**config.mk**
```make
export PLATFORM = sky130hd
export DESIGN_NAME = chip_cfg_writer
export DESIGN_NICKNAME = d
export VERILOG_FILES = /design/src/rtl/chip_cfg_writer.sv
export SDC_FILE = /design/constraint.sdc
export NUM_CORES = 1
export LEC_CHECK = 0
export BUFFER_PORTS_ARGS = -buffer_cell sky130_fd_sc_hd__buf_2
export CAP_MARGIN = 20
export CORE_ASPECT_RATIO = 1.1
export CORE_MARGIN = 3
export CORE_UTILIZATION = 59
export CTS_CLUSTER_DIAMETER = 60
export CTS_CLUSTER_SIZE = 28
export DETAILED_ROUTE_END_ITERATION = 12
export PLACE_DENSITY_LB_ADDON = 0.3
export SETUP_SLACK_MARGIN = 0.02
export SYNTH_ARGS = -nofsm -noshare
export SYNTH_HDL_FRONTEND = slang
export SYNTH_SLANG_ARGS = --single-unit
```
**constraint.sdc**
```tcl
create_clock -name clk -period 6.65 [get_ports clk]
set_input_delay 0.665 -clock clk [delete_from_list [all_inputs] [get_ports clk]]
set_output_delay 0.665 -clock clk [all_outputs]
set_load 0.03 [all_outputs]
```
**src/rtl/chip_cfg_writer.sv**
```systemverilog
// chip_cfg_writer
//   Chip-side physical write engine for the sensor configuration path.
//   It takes one row and/or column shift-register bit, and/or a key write,
//   from the configuration FSM. It drives the sensor's serial data pins,
//   shift-clock pins and key strobe pin with the required timing, and it
//   returns a single-cycle done pulse.
//
//   Handshake: i_row_reg_write, i_col_reg_write and i_key_wren are levels.
//   They are sampled only in IDLE. The requester holds them until it
//   samples o_write_ready high, and it drops or changes them on that same
//   edge. During the done cycle the engine ignores the requests. A request
//   that is still high in the following IDLE cycle starts a new transaction.
//
// Ports
//   clk, rst                            system clock, async active-high reset
//   i_row_reg_data / i_row_reg_write    row bit and row shift request
//   i_col_reg_data / i_col_reg_write    column bit and column shift request
//   i_key_wren                          key-write request
//   i_cnt_clear                         synchronous clear of both bit counters
//   o_write_ready                       one-cycle done pulse
//   o_busy                              high whenever the FSM is not in IDLE
//   o_chip_row_data / o_chip_row_clk    row serial data and shift clock pins
//   o_chip_col_data / o_chip_col_clk    column serial data and shift clock pins
//   o_chip_key                          key latch strobe pin
//   o_row_count / o_col_count           bits shifted since the last clear
module chip_cfg_writer #(
  parameter int CLK_DIV   = 2,
  parameter int KEY_PULSE = 4,
  parameter int NB_CNT    = 8
) (
  input  logic              clk,
  input  logic              rst,
  input  logic              i_row_reg_data,
  input  logic              i_row_reg_write,
  input  logic              i_col_reg_data,
  input  logic              i_col_reg_write,
  input  logic              i_key_wren,
  input  logic              i_cnt_clear,
  output logic              o_write_ready,
  output logic              o_busy,
  output logic              o_chip_row_data,
  output logic              o_chip_row_clk,
  output logic              o_chip_col_data,
  output logic              o_chip_col_clk,
  output logic              o_chip_key,
  output logic [NB_CNT-1:0] o_row_count,
  output logic [NB_CNT-1:0] o_col_count
);

  typedef enum logic [2:0] {
    S_IDLE  = 3'd0,
    S_SETUP = 3'd1,
    S_HIGH  = 3'd2,
    S_KEY   = 3'd3,
    S_DONE  = 3'd4
  } state_t;

  // The dwell timer counts down to zero. It is loaded with length-1 on entry
  // to each timed state.
  localparam logic [7:0] SHIFT_LOAD = 8'(CLK_DIV - 1);
  localparam logic [7:0] KEY_LOAD   = 8'(KEY_PULSE - 1);

  state_t              state_q, state_d;
  logic [7:0]          timer_q, timer_d;
  logic                req_row_q, req_row_d;
  logic                req_col_q, req_col_d;
  logic                req_key_q, req_key_d;
  logic                row_data_q, row_data_d;
  logic                col_data_q, col_data_d;
  logic                row_clk_q, row_clk_d;
  logic                col_clk_q, col_clk_d;
  logic                key_q, key_d;
  logic                ready_q, ready_d;
  logic                busy_q, busy_d;
  logic [NB_CNT-1:0]   row_cnt_q, row_cnt_d;
  logic [NB_CNT-1:0]   col_cnt_q, col_cnt_d;
  logic                inc_row, inc_col;

  always_comb begin
    state_d    = state_q;
    timer_d    = timer_q;
    req_row_d  = req_row_q;
    req_col_d  = req_col_q;
    req_key_d  = req_key_q;
    row_data_d = row_data_q;
    col_data_d = col_data_q;
    inc_row    = 1'b0;
    inc_col    = 1'b0;

    case (state_q)
      S_IDLE: begin
        if (i_row_reg_write || i_col_reg_write || i_key_wren) begin
          req_row_d = i_row_reg_write;
          req_col_d = i_col_reg_write;
          req_key_d = i_key_wren;
          // Data pins load as the FSM enters SETUP. Unselected pins keep
          // their old value.
          if (i_row_reg_write) row_data_d = i_row_reg_data;
          if (i_col_reg_write) col_data_d = i_col_reg_data;
          if (i_row_reg_write || i_col_reg_write) begin
            state_d = S_SETUP;
            timer_d = SHIFT_LOAD;
          end else begin
            state_d = S_KEY;
            timer_d = KEY_LOAD;
          end
        end
      end
      S_SETUP: begin
        if (timer_q == 8'd0) begin
          state_d = S_HIGH;
          timer_d = SHIFT_LOAD;
        end else begin
          timer_d = timer_q - 8'd1;
        end
      end
      S_HIGH: begin
        if (timer_q == 8'd0) begin
          inc_row = req_row_q;
          inc_col = req_col_q;
          if (req_key_q) begin
            state_d = S_KEY;
            timer_d = KEY_LOAD;
          end else begin
            state_d = S_DONE;
          end
        end else begin
          timer_d = timer_q - 8'd1;
        end
      end
      S_KEY: begin
        if (timer_q == 8'd0) state_d = S_DONE;
        else                 timer_d = timer_q - 8'd1;
      end
      S_DONE:  state_d = S_IDLE;
      default: state_d = S_IDLE;
    endcase

    // Pins are decoded from the next state and then registered. This keeps
    // them aligned with the state register and gives them no combinational
    // path to an output.
    row_clk_d = (state_d == S_HIGH) && req_row_d;
    col_clk_d = (state_d == S_HIGH) && req_col_d;
    key_d     = (state_d == S_KEY);
    ready_d   = (state_d == S_DONE);
    busy_d    = (state_d != S_IDLE);

    // A clear in the same cycle as an increment takes priority.
    if (i_cnt_clear)  row_cnt_d = '0;
    else if (inc_row) row_cnt_d = row_cnt_q + NB_CNT'(1);
    else              row_cnt_d = row_cnt_q;

    if (i_cnt_clear)  col_cnt_d = '0;
    else if (inc_col) col_cnt_d = col_cnt_q + NB_CNT'(1);
    else              col_cnt_d = col_cnt_q;
  end

  always_ff @(posedge clk or posedge rst) begin
    if (rst) begin
      state_q    <= S_IDLE;
      timer_q    <= 8'd0;
      req_row_q  <= 1'b0;
      req_col_q  <= 1'b0;
      req_key_q  <= 1'b0;
      row_data_q <= 1'b0;
      col_data_q <= 1'b0;
      row_clk_q  <= 1'b0;
      col_clk_q  <= 1'b0;
      key_q      <= 1'b0;
      ready_q    <= 1'b0;
      busy_q     <= 1'b0;
      row_cnt_q  <= '0;
      col_cnt_q  <= '0;
    end else begin
      state_q    <= state_d;
      timer_q    <= timer_d;
      req_row_q  <= req_row_d;
      req_col_q  <= req_col_d;
      req_key_q  <= req_key_d;
      row_data_q <= row_data_d;
      col_data_q <= col_data_d;
      row_clk_q  <= row_clk_d;
      col_clk_q  <= col_clk_d;
      key_q      <= key_d;
      ready_q    <= ready_d;
      busy_q     <= busy_d;
      row_cnt_q  <= row_cnt_d;
      col_cnt_q  <= col_cnt_d;
    end
  end

  assign o_write_ready   = ready_q;
  assign o_busy          = busy_q;
  assign o_chip_row_data = row_data_q;
  assign o_chip_row_clk  = row_clk_q;
  assign o_chip_col_data = col_data_q;
  assign o_chip_col_clk  = col_clk_q;
  assign o_chip_key      = key_q;
  assign o_row_count     = row_cnt_q;
  assign o_col_count     = col_cnt_q;

endmodule

```
Yosys cells after proc, flatten, opt, wreduce, memory -nomap -nowiden
Cells that the tools add are included.
{"block": "totals", "ff_bits": 37, "elab_cells": 66}
{"block": "classes", "muxes": 26, "addsub": 3, "reduce_logical": 14, "eq_ne": 9}
{"op": "two-way mux 8 bit", "n": 9}
{"op": "one-hot mux 8 bit (4 select lines)", "n": 1}
{"op": "adder 8 x 1 -> 8 bit, second input constant", "n": 2}
{"op": "two-way mux 3 bit", "n": 5}
{"op": "== test 3 x 2 -> 1 bit, second input constant", "n": 4}
{"op": "one-hot mux 3 bit (4 select lines)", "n": 1}
{"op": "zero test 8 bit", "n": 1}
{"op": "two-way mux 1 bit", "n": 8}
{"op": "subtractor 8 x 1 -> 8 bit, second input constant", "n": 1}
{"op": "AND reduction 3 bit", "n": 2}
{"op": "two-way mux 2 bit", "n": 2}
{"op": "!= test 2 bit, second input constant", "n": 2}
{"op": "AND reduction 4 bit", "n": 1}
{"op": "nonzero test 2 bit", "n": 2}
{"op": "nonzero test 4 bit", "n": 1}
{"op": "== test 3 x 1 -> 1 bit, second input constant", "n": 1}
{"op": "== test 3 bit, second input constant", "n": 1}
{"op": "zero test 3 bit", "n": 1}
{"op": "!= test 3 bit, second input constant", "n": 1}
{"op": "nonzero test 3 bit", "n": 1}
{"op": "logical AND 1 bit", "n": 2}
{"op": "logical OR 1 bit", "n": 2}
{"op": "AND reduction 2 bit", "n": 1}

Depth between registers and ports, before layout
Gate-level depths: netlist (run 1).
{"block": "depth", "word_depth": 6, "ltp_mapped": 9}

Worst setup path before layout (run 1)
OpenSTA, ideal clock, no wires.
{"block": "synth_path", "path_type": "register -> register", "startpoint": "register timer_q[0]", "endpoint": "register timer_q[7]", "arrival_ns": 2.136, "setup_slack_ns": 4.393, "t_required_ns": 6.529, "stages_incl_launch_ff": 8, "setup_ns": 0.121, "cell_sequence": "dfrtp_1 inv_1 ha_1 or3b_2 or3_1 o221a_4 a22o_1 a22o_1"}
{"block": "synth_between", "elab_chain_cells": 3, "elab_cells_between_ends": 9, "classes_between": "add/sub: 1; eq/ne: 2; mux: 4; reduce/logical: 2"}
{"element": "start, declared", "line": "64", "source": "logic [7:0] timer_q, timer_d;"}
{"element": "start signal, assigned", "line": "176", "source": "timer_q <= timer_d;"}
{"element": "subtractor 8 x 1 -> 8 bit or zero test 8 bit (tied branches)"}
{"element": "two-way mux 8 bit, or another cell as far along", "line": "132", "source": "if (timer_q == 8'd0) state_d = S_DONE;"}
{"element": "one-hot mux 8 bit (4 select lines) or AND reduction 4 bit (tied branches)"}
Several ways; a longest one is shown, not always the timed one. The select of a mux whose other input is x is not followed.
A chain may end at the register's enable or synchronous reset.

Worst setup path in the final report (run 1)
{"block": "layout_path", "startpoint": "register timer_q[1]", "endpoint": "register timer_q[7]"}
The elaborated chain is that of the path after synthesis.

==> impl_metrics.json, run 1 <==
{
  "grt_max_degree": 38,
  "wl_met1_um": 1590,
  "critPathArrivalTime_ns": 2.67,
  "post-dp-hpwl_um": 2650,
  "layout.nets": 226,
  "fin_crit_sh_pct": 36.4,
  "row_count": 20,
  "start_util_pct": 64.0,
  "finalHoldViolations": 0,
  "clkTransAtPathRegs_ns": 0.11,
  "synth.avg_cell_area_sq_um": 10.2,
  "fin_setup_tns_ns": 0,
  "grt-ovfl-total": 0,
  "synth_top_area_share_pct": 50.3,
  "layout_common_cells": "dfrtp_1 (37), buf_2 (30), nor2_1 (24)",
  "synth-compound-area-share_pct": 12.4,
  "areaGrowthSynthToFinish_pct": 12.5,
  "worstHoldPathType": "in -> async",
  "synth_area_leader_cell": "dfrtp_1",
  "synthMuxAreaShare_pct": 2.31,
  "dieArea_sq_mm": 0.00383,
  "drv_cap": 0,
  "die_w_um": 59.3,
  "cts-root-buf": "clkbuf_4",
  "maxSlewViolCount": 0,
  "globalplace.congestion": 0.866,
  "synth_adder_area_share_pct": 2.72,
  "ctsHoldBuffers": 0,
  "cts_sinks": 37,
  "clkLatencyLatePin_ns": 0.35,
  "rr_endpoint": "timer_q[7]",
  "ys_ff_latch": 37,
  "synth_xor_xnor_area_share_pct": 6.66,
  "synth_top_family_by_area": "simple AND/OR/NAND/NOR gates",
  "port_buffers": 30,
  "synth-edff-count": 0,
  "fill_cells": 241,
  "timing.final.crit_period_ns": 2.42,
  "synth_flop_cell": "dfrtp_1",
  "outcome": "finished clean",
  "die_h_um": 64.6,
  "grt_pass1_wl_um": 6630,
  "antenna_found_initial": 0,
  "fin_skew_ns": 0.0150,
  "highest_layer": "met4",
  "multi_input_area_sq_um": 873,
  "post_cts_resized": 0,
  "clockBufferDepth": 2,
  "grt_pass1_vias": 1515,
  "wire_per_inst_um": 14.5,
  "power_per_cell_area_mw_per_mm2": 381,
  "rr_startpoint": "timer_q[1]",
  "cts_setup_buffers": 0,
  "syn_nets": 193,
  "slew_headroom_pct": 54.0,
  "crit_required_ns": 6.90,
  "drive_above_1_share_pct": 21.4,
  "wl_met2_um": 1850,
  "vias": 1446,
  "ys_seq_area_share_pct": 50.3,
  "synthDistinctLibCells": 42,
  "end_kind": "register",
  "p_leak_nw": 1.03,
  "drtPass1Iterations": 4,
  "total_power_w": 0.000790,
  "core-area_sq_mm": 0.00288,
  "synthArstFlopShare_pct": 100,
  "finalSetupViolations": 0,
  "critPathKind": "reg -> reg",
  "yosys-top-cells-area": "dfrtp_1 (50%), nor2_1 (4.9%), xor2_1 (4.8%)",
  "diodes": 0,
  "h-tree-depth": 2,
  "synth-simple-area-share_pct": 23.4,
  "wl_met3_um": 142,
  "cts_tree": "built",
  "drc": 0,
  "ir_drop_mv": 0.265,
  "syn_area_sq_mm": 0.00184,
  "worstSetupStartpointType": "register",
  "worst_pin_slew_ns": 0.685,
  "io_pins": 31,
  "yosys_warnings": 0,
  "ant_nets": 0,
  "vias_per_cell": 5.83,
  "cp_max_fo": 8,
  "dr.first_iter.drc_count": 104,
  "netlist_instances": 181,
  "final_common_cell": "dfrtp_1",
  "reg2reg_depth": 7,
  "numCtsBuffers": 5,
  "track_usage_pct": 22.4,
  "final-seq-area_sq_um": 926,
  "wirelength_um": 3610,
  "reg2reg_slack_ns": 4.23,
  "rsz0062_at_grt": "no",
  "max_freq_mhz": 414
}
-- power breakdown --
part / leakage, nW / switching (W) / internal (W)
combinational: 0.510 / 0.000218 / 0.000140
sequential: 0.488 / 0.0000441 / 0.000274
clock: 0.0320 / 0.0000744 / 0.0000403
-- worst max path at each step --
stage	slack [ns]	start	end
6_report	4.23	timer_q[1]	timer_q[7]
5_1_grt	3.99	timer_q[0]	timer_q[5]
4_1_cts	4.25	timer_q[0]	timer_q[7]
3_5_place_dp	4.26	timer_q[0]	timer_q[7]
3_3_place_gp	4.33	timer_q[0]	timer_q[7]
2_1_floorplan	4.39	timer_q[0]	timer_q[7]
-- critical path, cell delays in order, from the launching register on --
cell and delay (ns):
dfrtp_1 0.42, inv_1 0.11, ha_1 0.16, or3b_2 0.49, or3_1 0.37, o221a_4 0.31, a22o_1 0.24, a22o_1 0.23
-- layout make-up --
cell class | instances | area share (%)
clock buffers | 6 | 1.99
clock inverters | 2 | 0.483
inverters | 6 | 1.09
multi-input cells | 133 | 42.1
flip-flops and latches | 37 | 44.7
well taps | 33 | 1.99
repair buffers | 31 | 7.61
-- through the flow --
| step | hold slack [ns] | utilization (%) | area (sq um) | instances | setup WS, ns |
|---|---|---|---|---|---|
| 3_5_place_dp | 0.493 | 70.2 | 2020 | 240 | 4.26 |
| 5_1_grt | 0.417 | 72.0 | 2070 | 248 | 3.99 |
| 4_1_cts | 0.399 | 72.0 | 2070 | 248 | 4.25 |
| 6_report | 0.396 | 72.0 | 2070 | 248 | 4.23 |
| 2_1_floorplan | 0.466 | - | 1840 | 181 | 4.39 |
| 3_3_place_gp | 0.468 | 70.2 | 2020 | 240 | 4.33 |
-- kinds of logic (layout without fill, tap and decap cells) --
group | Yosys count | after routing
AO/OA/AOI/OAI | 27 | 27
XOR/XNOR | 14 | 14
adder cells (fa/ha/maj) | 4 | 4
buffers and inverters | 11 | 45
flip-flops | 37 | 37
multiplexers | 4 | 4
AND/OR/NAND/NOR | 84 | 84
-- layer usage --
layer / vias to the layer above / track usage [%]
li1: 708 / -
met1: 703 / 27.2
met2: 31 / 37.8
met3: 4 / 5.58
met4: 0 / 7.93
met5: - / 0
-- flip-flops by register name, indices dropped and copies added (netlist names) --
name,cells
o_chip_col_data,1
req_col_q,1
o_write_ready,1
o_col_count,8
o_chip_row_data,1
o_chip_col_clk,1
o_chip_row_clk,1
timer_q,8
o_busy,1
req_key_q,1
o_row_count,8
req_row_q,1
state_q,3
o_chip_key,1
-- cells in the mapped netlist, types with 2 or more instances --
cell and number:
inv_1 4, inv_2 2, a22o_1 6, nand3_1 7, a21o_1 2, mux2_1 2
nor2_1 24, or3_1 2, nand2_1 19, clkbuf_1 3, ha_1 4, nand4_1 5
o21ai_0 2, dfrtp_1 37, nand2b_1 2, o31ai_1 2, nor2b_1 3, nor3b_1 2
nor3_1 8, xor2_1 10, and4_1 5, mux2i_1 2, a21oi_1 3, a32o_1 2
and3_1 3, xnor2_1 4
No activity file was read; power rests on OpenSTA's default activity.
==> inputs of run 2 (changes only) <==
--- a/config.mk
+++ b/config.mk
@@ -5,11 +5,12 @@
 export SDC_FILE = /design/constraint.sdc
 export NUM_CORES = 1
 export LEC_CHECK = 0
+export ABC_AREA = 1
 export BUFFER_PORTS_ARGS = -buffer_cell sky130_fd_sc_hd__buf_2
 export CAP_MARGIN = 20
 export CORE_ASPECT_RATIO = 1.1
 export CORE_MARGIN = 3
-export CORE_UTILIZATION = 59
+export CORE_UTILIZATION = 57
 export CTS_CLUSTER_DIAMETER = 60
 export CTS_CLUSTER_SIZE = 28
 export DETAILED_ROUTE_END_ITERATION = 12
==> constraint.sdc (replaced) <==
create_clock -name clk -period 2.4 [get_ports clk]
set_input_delay 0.24 -clock clk [delete_from_list [all_inputs] [get_ports clk]]
set_output_delay 0.24 -clock clk [all_outputs]
set_load 0.03 [all_outputs]
==> run 2 against run 1 <==
  * Wire length is 26% higher
  * Non-clock buffer count increased by 2
  * Flip-flop and latch count unchanged
  * Area after synthesis increased by 17%
  * Final area is 17% higher
  * Via count rose by 39%
  * Clock skew is 0.0017 ns lower
  * Register-to-register slack got worse by 3.7 ns
  * Combinational power grew to 3.2 times the previous value
  * Global-route usage down 1.3 points
  * Die area is 19% higher
  * Maximum frequency increased by 32%
==> impl_metrics.json, run 2 <==
{
  "h-tree-depth": 2,
  "cts-root-buf": "clkbuf_4",
  "vias_per_cell": 5.44,
  "globalplace.congestion": 0.875,
  "fin_setup_tns_ns": 0,
  "yosys-top-cells-area": "dfrtp_1 (43%), nand2_1 (12%), nand3_1 (7.9%)",
  "worstHoldPathType": "in -> reg",
  "cts_sinks": 37,
  "ys_seq_area_share_pct": 43.0,
  "reg2reg_depth": 10,
  "synth.avg_cell_area_sq_um": 7.57,
  "layout_common_cells": "nand2_1 (71), dfrtp_1 (37), inv_1 (34), nand3_1 (34), buf_2 (30)",
  "rr_endpoint": "timer_q[6]",
  "p_leak_nw": 1.28,
  "ant_nets": 0,
  "path_delay_family": "simple AND/OR/NAND/NOR gates",
  "yosys-top-cells-count": "nand2_1 (71), dfrtp_1 (37), inv_1 (34), nand3_1 (34), nor2_1 (26)",
  "dieArea_sq_mm": 0.00455,
  "synth_flop_cell": "dfrtp_1",
  "yosysMostFrequentCell": "nand2_1",
  "antenna_found_initial": 0,
  "post-route-util_pct": 69.8,
  "syn_nets": 296,
  "place_area_sq_mm": 0.00236,
  "outcome": "finished clean",
  "synth_top_area_share_pct": 43.0,
  "end_kind": "register",
  "max_freq_mhz": 544,
  "areaGrowthSynthToFinish_pct": 12.6,
  "syn_area_sq_mm": 0.00215,
  "netlist_instances": 284,
  "endpoint": "timer_q[6]",
  "post-dp-hpwl_um": 3380,
  "cpMostUsedCell": "nand2_1",
  "clockBufferDepth": 2,
  "io_pins": 31,
  "wire_per_inst_um": 12.3,
  "die_w_um": 64.6,
  "synthArstFlopShare_pct": 100,
  "clkLatencyLatePin_ns": 0.34,
  "start_util_pct": 62.0,
  "synthDistinctLibCells": 29,
  "grt_pass1_wl_um": 7640,
  "finalSetupViolations": 0,
  "port_buffers": 30,
  "wirelength_um": 4560,
  "finalHoldViolations": 0,
  "core-area_sq_mm": 0.00347,
  "fin_area_sq_mm": 0.00242,
  "grt_max_degree": 38,
  "crit_cells": 10,
  "numCtsBuffers": 5,
  "slew_headroom_pct": 67.4,
  "dr.first_iter.drc_count": 81,
  "maxSlewViolCount": 0,
  "fin_skew_ns": 0.0133,
  "power_per_cell_area_mw_per_mm2": 979,
  "row_count": 22,
  "cp_num_buf_inv": 2,
  "grt-ovfl-total": 0,
  "fill_cells": 304,
  "crit_chain": "inv_1, ha_1, nand3_1, nor2_4, nand3_1, nand2_1, nor2_1, buf_4, nand2_1, nand2_1",
  "drv_cap": 0,
  "reg2reg_slack_ns": 0.56,
  "diodes": 0,
  "crit_required_ns": 2.65,
  "crit_start": "timer_q[0]",
  "ir_drop_mv": 0.728,
  "critPathKind": "reg -> reg",
  "die_h_um": 70.4,
  "ys_ff_latch": 37,
  "worst_pin_slew_ns": 0.487,
  "setup_slack_ns": 0.562,
  "ctsHoldBuffers": 1,
  "post_cts_resized": 0,
  "rsz0062_at_grt": "no",
  "cp_max_fo": 9,
  "post-place-ws_ns": 0.591,
  "worstSetupStartpointType": "register",
  "max_stage_delay_ns": 0.40,
  "cts_setup_buffers": 0,
  "clkTransAtPathRegs_ns": 0.12,
  "layout.nets": 333,
  "timing.final.crit_period_ns": 1.84,
  "grt_pass1_vias": 1690,
  "drive_above_1_share_pct": 19.3,
  "vias": 2011,
  "rr_startpoint": "timer_q[0]",
  "critPathArrivalTime_ns": 2.08,
  "synth-edff-count": 0,
  "yosys_warnings": 0,
  "synth_area_leader_cell": "dfrtp_1",
  "drtPass1Iterations": 4,
  "final_common_cell": "nand2_1",
  "cts_tree": "built",
  "drc": 0,
  "critPathSlowestCell": "dfrtp_1",
  "fin_crit_sh_pct": 76.6,
  "track_usage_pct": 21.1
}
==> run 2: cell types whose count changed after synthesis, sizes merged, moves of 5 or more <==
cell / before / now
nor2: 24 / 30
a22o: 6 / 0
o21ai: 3 / 21
nand4: 5 / 10
xor2: 10 / 5
inv: 6 / 37
nand2: 19 / 77
and4: 5 / 0
nand3: 7 / 34
==> run 2: cells by family after synthesis <==
family	count (synthesis)	share of synthesized area, %
AND/OR/NAND/NOR	165	36.0
buffers and inverters	41	7.56
flip-flops	37	43.0
AO/OA/AOI/OAI	30	8.03
XOR/XNOR	5	2.04
adder cells (fa/ha/maj)	4	2.33
multiplexers	2	1.05
==> run 2: area by class of cell <==
type / instances / area [sq um] / area share, %
clock buffers: 5 / 37.5 / 1.55
clock inverters: 3 / 17.5 / 0.724
inverters: 38 / 143 / 5.89
multi-input cells: 206 / 1060 / 43.9
flip-flops and latches: 37 / 926 / 38.2
well taps: 48 / 60.1 / 2.48
repair buffers: 33 / 175 / 7.24
==> run 2: worst min-delay path by stage <==
stage / start / to / slack, ns / cells after the start
after floorplan: i_cnt_clear / o_row_count[0] / 0.31 / 1
after global placement: rst / o_col_count[3] / 0.36 / 3
after detailed placement: rst / o_col_count[6] / 0.38 / 3
after CTS: i_cnt_clear / o_row_count[2] / 0.10 / 2
after global routing: i_cnt_clear / o_row_count[2] / 0.11 / 2
final: i_cnt_clear / o_row_count[2] / 0.12 / 2
==> run 2: through the flow <==
step	total power, W	std cells	hold slack (ns)
final	0.00237	370	0.117
after global placement	0.00201	361	0.362
after global routing	0.00256	370	0.111
after floorplan	0.00178	284	0.306
after CTS	0.00237	370	0.101
after detailed placement	0.00204	361	0.375
==> run 2: layer usage <==
metal / GRT usage (%) / up-vias / part of all wire (%)
met5: 0 / - / 0
met4: 6.57 / 0 / 1.4
met3: 4.98 / 8 / 5.3
met2: 32.2 / 57 / 49
met1: 29.6 / 938 / 44
li1: - / 1008 / -
==> run 2: where the power goes <==
| group | leakage [nW] | internal (W) | switching [W] |
|---|---|---|---|
| clock network | 0.0310 | 0.000111 | 0.000215 |
| logic | 0.767 | 0.000371 | 0.000790 |
| registers | 0.485 | 0.000769 | 0.000115 |
